File: config.mk
export PLATFORM = sky130hd
export DESIGN_NAME = alu_seq
export DESIGN_NICKNAME = d
export VERILOG_FILES = /design/src/rtl/alu_seq.sv
export SDC_FILE = /design/constraint.sdc
export NUM_CORES = 1
export LEC_CHECK = 0
export ABC_CLOCK_PERIOD_IN_PS = 6300
export BUFFER_PORTS_ARGS = -buffer_cell sky130_fd_sc_hd__buf_2
export CORE_UTILIZATION = 50
export CTS_CLUSTER_DIAMETER = 50
export DETAILED_ROUTE_END_ITERATION = 10
export GPL_ROUTABILITY_DRIVEN = 0
export PLACE_DENSITY = 0.7
export SETUP_SLACK_MARGIN = 0.4
export SLEW_MARGIN = 30
export SYNTH_ARGS = -nofsm -noshare
export SYNTH_HDL_FRONTEND = slang
export SYNTH_SLANG_ARGS = --single-unit
export TNS_END_PERCENT = 50
File: constraint.sdc
create_clock -name clk -period 6.3 [get_ports clk]
set_input_delay 0.945 -clock clk [delete_from_list [all_inputs] [get_ports clk]]
set_output_delay 0.945 -clock clk [all_outputs]
set_load 0.05 [all_outputs]
File: src/rtl/alu_seq.sv
// Sequential ALU with a valid/ready handshake on both sides: single-cycle logic and
// add/sub, and a BITSIZE-cycle shift-add unsigned multiplier. Results are held until taken.
module alu_seq #(
   parameter int unsigned BITSIZE = 16
) (
   input  logic               clk,
   input  logic               rst_n,
   input  logic               in_valid,
   output logic               in_ready,
   input  logic [BITSIZE-1:0] A,
   input  logic [BITSIZE-1:0] B,
   input  logic [3:0]         op,
   output logic               out_valid,
   input  logic               out_ready,
   output logic [BITSIZE-1:0] Y,
   output logic [BITSIZE-1:0] YH,
   output logic [15:0]        flags
);

   localparam int unsigned CW = (BITSIZE > 1) ? $clog2(BITSIZE) : 1;

   localparam logic [3:0] OP_ADD  = 4'b0000;
   localparam logic [3:0] OP_SUB  = 4'b0001;
   localparam logic [3:0] OP_AND  = 4'b0010;
   localparam logic [3:0] OP_OR   = 4'b0011;
   localparam logic [3:0] OP_XOR  = 4'b0100;
   localparam logic [3:0] OP_NOR  = 4'b0101;
   localparam logic [3:0] OP_MULU = 4'b0110;

   typedef enum logic [1:0] {
      IDLE,
      EXEC,
      MUL,
      DONE
   } state_t;

   state_t state, state_nxt;

   logic [BITSIZE-1:0]   a_r;
   logic [BITSIZE-1:0]   b_r;
   logic [3:0]           op_r;
   logic [2*BITSIZE-1:0] acc;
   logic [CW-1:0]        cnt;

   logic [BITSIZE-1:0]   b_eff;
   logic [BITSIZE-1:0]   sum;
   logic                 cout;
   logic                 msb_cin;
   logic                 ovf;
   logic [BITSIZE-1:0]   ex_y;
   logic                 ex_c;
   logic                 ex_low;
   logic                 ex_ov;
   logic                 ex_err;
   logic [15:0]          ex_flags;

   logic [BITSIZE:0]     mul_part;
   logic [2*BITSIZE-1:0] mul_next;
   logic                 mul_last;
   logic [15:0]          mul_flags;

   function automatic logic [15:0] mk_flags(input logic c, input logic low, input logic ov,
                                            input logic z, input logic n, input logic err);
      logic [15:0] f;
      f    = '0;
      f[0] = c;
      f[2] = low;
      f[5] = ov;
      f[6] = z;
      f[7] = n;
      f[9] = err;
      return f;
   endfunction

   assign in_ready  = (state == IDLE);
   assign out_valid = (state == DONE);

   // Shared adder: SUB is A + ~B + 1, so carry-out set means no borrow.
   always_comb begin
      b_eff         = (op_r == OP_SUB) ? ~b_r : b_r;
      {cout, sum}   = {1'b0, a_r} + {1'b0, b_eff}
                    + {{BITSIZE{1'b0}}, (op_r == OP_SUB)};
      msb_cin       = a_r[BITSIZE-1] ^ b_eff[BITSIZE-1] ^ sum[BITSIZE-1];
      ovf           = msb_cin ^ cout;
   end

   always_comb begin
      ex_y   = '0;
      ex_c   = 1'b0;
      ex_low = 1'b0;
      ex_ov  = 1'b0;
      ex_err = 1'b0;
      case (op_r)
         OP_ADD: begin
            ex_y  = sum;
            ex_c  = cout;
            ex_ov = ovf;
         end
         OP_SUB: begin
            ex_y   = sum;
            ex_low = ~cout;
            ex_ov  = ovf;
         end
         OP_AND:  ex_y = a_r & b_r;
         OP_OR:   ex_y = a_r | b_r;
         OP_XOR:  ex_y = a_r ^ b_r;
         OP_NOR:  ex_y = ~(a_r | b_r);
         default: ex_err = 1'b1;
      endcase
      ex_flags = mk_flags(ex_c, ex_low, ex_ov, (ex_y == '0), ex_y[BITSIZE-1], ex_err);
   end

   // Multiplier lives in the low half of acc; each step consumes acc[0] and shifts right.
   always_comb begin
      mul_part  = {1'b0, acc[2*BITSIZE-1:BITSIZE]} + (acc[0] ? {1'b0, a_r} : '0);
      mul_next  = {mul_part, acc[BITSIZE-1:1]};
      mul_last  = (cnt == CW'(BITSIZE - 1));
      mul_flags = mk_flags((mul_next[2*BITSIZE-1:BITSIZE] != '0), 1'b0, 1'b0,
                           (mul_next == '0), mul_next[2*BITSIZE-1], 1'b0);
   end

   always_comb begin
      state_nxt = state;
      case (state)
         IDLE: begin
            if (in_valid) begin
               state_nxt = (op == OP_MULU) ? MUL : EXEC;
            end
         end
         EXEC: state_nxt = DONE;
         MUL: begin
            if (mul_last) begin
               state_nxt = DONE;
            end
         end
         DONE: begin
            if (out_ready) begin
               state_nxt = IDLE;
            end
         end
         default: state_nxt = IDLE;
      endcase
   end

   always_ff @(posedge clk or negedge rst_n) begin
      if (!rst_n) begin
         state <= IDLE;
      end else begin
         state <= state_nxt;
      end
   end

   always_ff @(posedge clk or negedge rst_n) begin
      if (!rst_n) begin
         a_r   <= '0;
         b_r   <= '0;
         op_r  <= '0;
         acc   <= '0;
         cnt   <= '0;
         Y     <= '0;
         YH    <= '0;
         flags <= '0;
      end else begin
         case (state)
            IDLE: begin
               if (in_valid) begin
                  a_r  <= A;
                  b_r  <= B;
                  op_r <= op;
                  acc  <= {{BITSIZE{1'b0}}, B};
                  cnt  <= '0;
               end
            end
            EXEC: begin
               Y     <= ex_y;
               YH    <= '0;
               flags <= ex_flags;
            end
            MUL: begin
               acc <= mul_next;
               cnt <= cnt + 1'b1;
               if (mul_last) begin
                  Y     <= mul_next[BITSIZE-1:0];
                  YH    <= mul_next[2*BITSIZE-1:BITSIZE];
                  flags <= mul_flags;
               end
            end
            default: ;
         endcase
      end
   end

endmodule

==> PnR_summary.wiki <==
{| class="wikitable"
! Metric !! Value
|-
| Via count normalized by instance count || 5.907
|-
| EDFF count, synth || 0
|-
| Count of pins on the block boundary || 90
|-
| Via Count || 6669
|-
| Initial core utilization || 0.5157
|-
| Detailed-placement wirelength estimate || 15710 µm
|-
| Kind of end point of the critical path || register
|-
| CTS tree || yes
|-
| Hold Buf Count CTS || 0
|-
| Setup TNS || 0 ps
|-
| Floorplan die width || 127.5 µm
|-
| Crit start category || register
|-
| Actual slew at the worst max-slew pin || 924.4 ps
|-
| Post-layout nets || 1025
|-
| Period utilisation layout || 0.7021
|-
| Clock slew at the register clock pins of the worst setup and hold paths || 80 ps
|-
| Arrival time of data at the critical path endpoint || 4730 ps
|-
| CP Data Required Time || 6610 ps
|-
| Port buffer count || 79
|-
| Core outline area || 15260 µm²
|-
| H-tree levels || 3
|-
| Leftover overflow at the end of global routing || 0
|-
| Highest achievable clock rate || 226.1 MHz
|-
| Initial antenna violation count || 0
|-
| Finish-stage setup viols || 0
|-
| Vias in the first global route || 6198
|-
| CTS Buf Count || 9
|-
| Async SR Flop Fraction || 1.000
|-
| Die Height || 127.5 µm
|-
| Final count of pins violating max slew || 0
|-
| Total standard cell area after synthesis || 7869 µm²
|-
| Final hold violations || 0
|-
| First drt pass iteration count || 5
|-
| Critical Path Fanout Max || 21
|-
| Result of the run || completed
|-
| Yosys synthesis warning count || 0
|-
| Main flop type after synthesis || dfrtp_1
|-
| Total Die Area || 16240 µm²
|-
| Routed wire length || 20830 µm
|-
| Share of the synthesized area in the top cell type || 0.3562
|-
| Register area share after synthesis || 0.3562
|-
| Hold path cells || 2
|-
| Wire length of the first global-routing pass || 33470 µm
|-
| Post-CTS setup repair buffer count || 0
|-
| Max clock buf depth || 2
|-
| Maximum number of pins on one net before global-route repair || 67
|-
| Instance count of the mapped netlist || 856
|-
| Number of placement rows || 45
|-
| RSZ-0062 raised after global routing || no
|-
| Total of flip-flops plus latches after synthesis || 112
|-
| Post-layout minimum cycle time || 4423 ps
|-
| Category of the most critical setup path || register to register
|-
| Post-CTS Resized || 0
|-
| Yosys top cell by area || dfrtp_1
|-
| Antenna Cells || 0
|-
| Initial DRC Count || 543
|-
| Wire length per cell after detailed routing || 18.45 µm
|-
| Layout cells sized above 1 || 0.1721
|-
| Overall global routing resource usage || 0.2673
|-
| Reported max-cap violation count || 0
|-
| Largest cells by area after synthesis || dfrtp_1 (36%), ha_1 (11%), mux2_2 (6.2%)
|-
| Avg Inst Size Synth || 9.193 µm²
|-
| DRC errors left || 0
|-
| Number of clock sinks seen by CTS || 112
|-
| Clock Tree Root || clkbuf_16
|-
| Register-to-Register Path Depth || 13
|-
| Worst hold-check path type || register to register
|-
| Slew Limit Headroom || 0.3830
|-
| Antenna Nets Post-Route || 0
|-
| Layout overhead on the synthesized area || 10.51%
|-
| Worst setup skew after layout || 9.048 ps
|-
| Clock insertion delay at the later pin of the skew report || 370 ps
|-
| Number of distinct standard cells referenced by the synthesized netlist || 63
|}
## Yosys cell counts (5+ instances only)
cell type	instances
a211oi_1	11
a21o_1	7
a21oi_1	51
a221oi_1	6
a22o_1	15
a22oi_1	5
and2_1	17
buf_1	6
buf_4	11
clkbuf_1	31
dfrtp_1	112
ha_1	70
inv_1	48
mux2_2	43
mux2i_1	20
nand2_1	77
nand2b_1	9
nand3_1	7
nand4_1	11
nor2_1	62
nor2b_1	7
nor3_1	7
nor3b_1	5
nor4_1	5
o21a_1	7
o21ai_0	55
o22a_1	5
o22ai_1	30
o31ai_1	17
or3_1	5
xnor2_1	27
xor2_1	11
## placed cells by master, fill, tap and decap left out, types with 6 or more instances in the layout
cell type / instances
a211oi_1: 11
a21o_1: 7
a21oi_1: 51
a221oi_1: 6
a22o_1: 15
and2_1: 17
buf_2: 78
buf_4: 10
clkbuf_16: 9
conb_1: 10
dfrtp_1: 112
ha_1: 70
inv_1: 48
mux2_2: 43
mux2i_1: 20
nand2_1: 76
nand2b_1: 9
nand3_1: 7
nand4_1: 11
nor2_1: 62
nor2b_1: 7
nor3_1: 7
o21a_1: 7
o21ai_0: 55
o22ai_1: 30
o31ai_1: 17
xnor2_1: 27
xor2_1: 11
## metal layers
metal | GRT usage | part of all wire | vias up
met5 | 0 | 0 | -
met4 | 0.09174 | 0.033 | 0
met3 | 0.04941 | 0.054 | 39
met2 | 0.4153 | 0.45 | 240
met1 | 0.3746 | 0.46 | 3193
li1 | - | - | 3197
## worst paths after layout
check	startpoint	endpoint	slack (ps)
min in group asynchronous	rst_n	YH[2]$_DFFE_PN0P_	680
setup / recovery	op_r[3]$_DFFE_PN0P_	flags[6]$_DFFE_PN0P_	1880
hold / removal	Y[5]$_DFFE_PN0P_	Y[5]$_DFFE_PN0P_	480
hold reg to reg	Y[5]$_DFFE_PN0P_	Y[5]$_DFFE_PN0P_	480
max in group asynchronous	rst_n	a_r[13]$_DFFE_PN0P_	4500
setup reg to reg	op_r[3]$_DFFE_PN0P_	flags[6]$_DFFE_PN0P_	1880
## layout make-up
cell class	instances	area, µm²
well taps	211	264.0
fillers	1372	6563
inverters	48	180.2
multi-input cells	654	4705
repair buffers	88	465.4
clock buffers	9	225.2
clock inverters	7	53.80
flip-flops and latches	112	2803
## stage by stage
| step | std cells | cell area (µm²) | setup slack, ps | hold slack (ps) | utilization |
|---|---|---|---|---|---|
| floorplan | 865 | 7903 | 2467 | 456.3 | - |
| global placement | 1113 | 8407 | 2132 | 459.1 | 0.5510 |
| detailed placement | 1113 | 8417 | 1954 | 466.3 | 0.5516 |
| CTS | 1129 | 8696 | 1909 | 483.7 | 0.5699 |
| global route | 1129 | 8696 | 1550 | 520.4 | 0.5699 |
| finish | 1129 | 8696 | 1877 | 482.2 | 0.5699 |
## flip-flops by register name, indices dropped and copies added, names as in the netlist
| signal | count |
|---|---|
| flags | 6 |
| state | 2 |
| cnt | 4 |
| acc | 32 |
| op_r | 4 |
| a_r | 16 |
| YH | 16 |
| b_r | 16 |
| Y | 16 |
## kinds of logic (layout without fill, tap and decap cells)
family | Yosys count | after routing | synth area share
fa+ha+maj | 72 | 72 | 0.1164
buf+inv | 99 | 152 | 0.05295
xor+xnor | 38 | 38 | 0.04230
other cells | 1 | 10 | 0.0004766
compound gates | 242 | 242 | 0.2043
mux | 63 | 63 | 0.08698
simple gates | 229 | 229 | 0.1404
flops | 112 | 112 | 0.3562
## critical path, stage by stage (launching register included)
cell	delay, ps
dfrtp_1	670
nor4b_4	350
buf_4	340
xnor2_1	160
fa_1	420
a211oi_1	340
o31ai_1	180
o31ai_1	530
nor2_1	80
o211a_1	260
a2111oi_0	390
nand4_1	150
or4_1	410
nand3_1	90
Power is left out: the tool's default activity adds up to more than one toggle a clock period on the data nets, which glitch-free logic cannot reach.
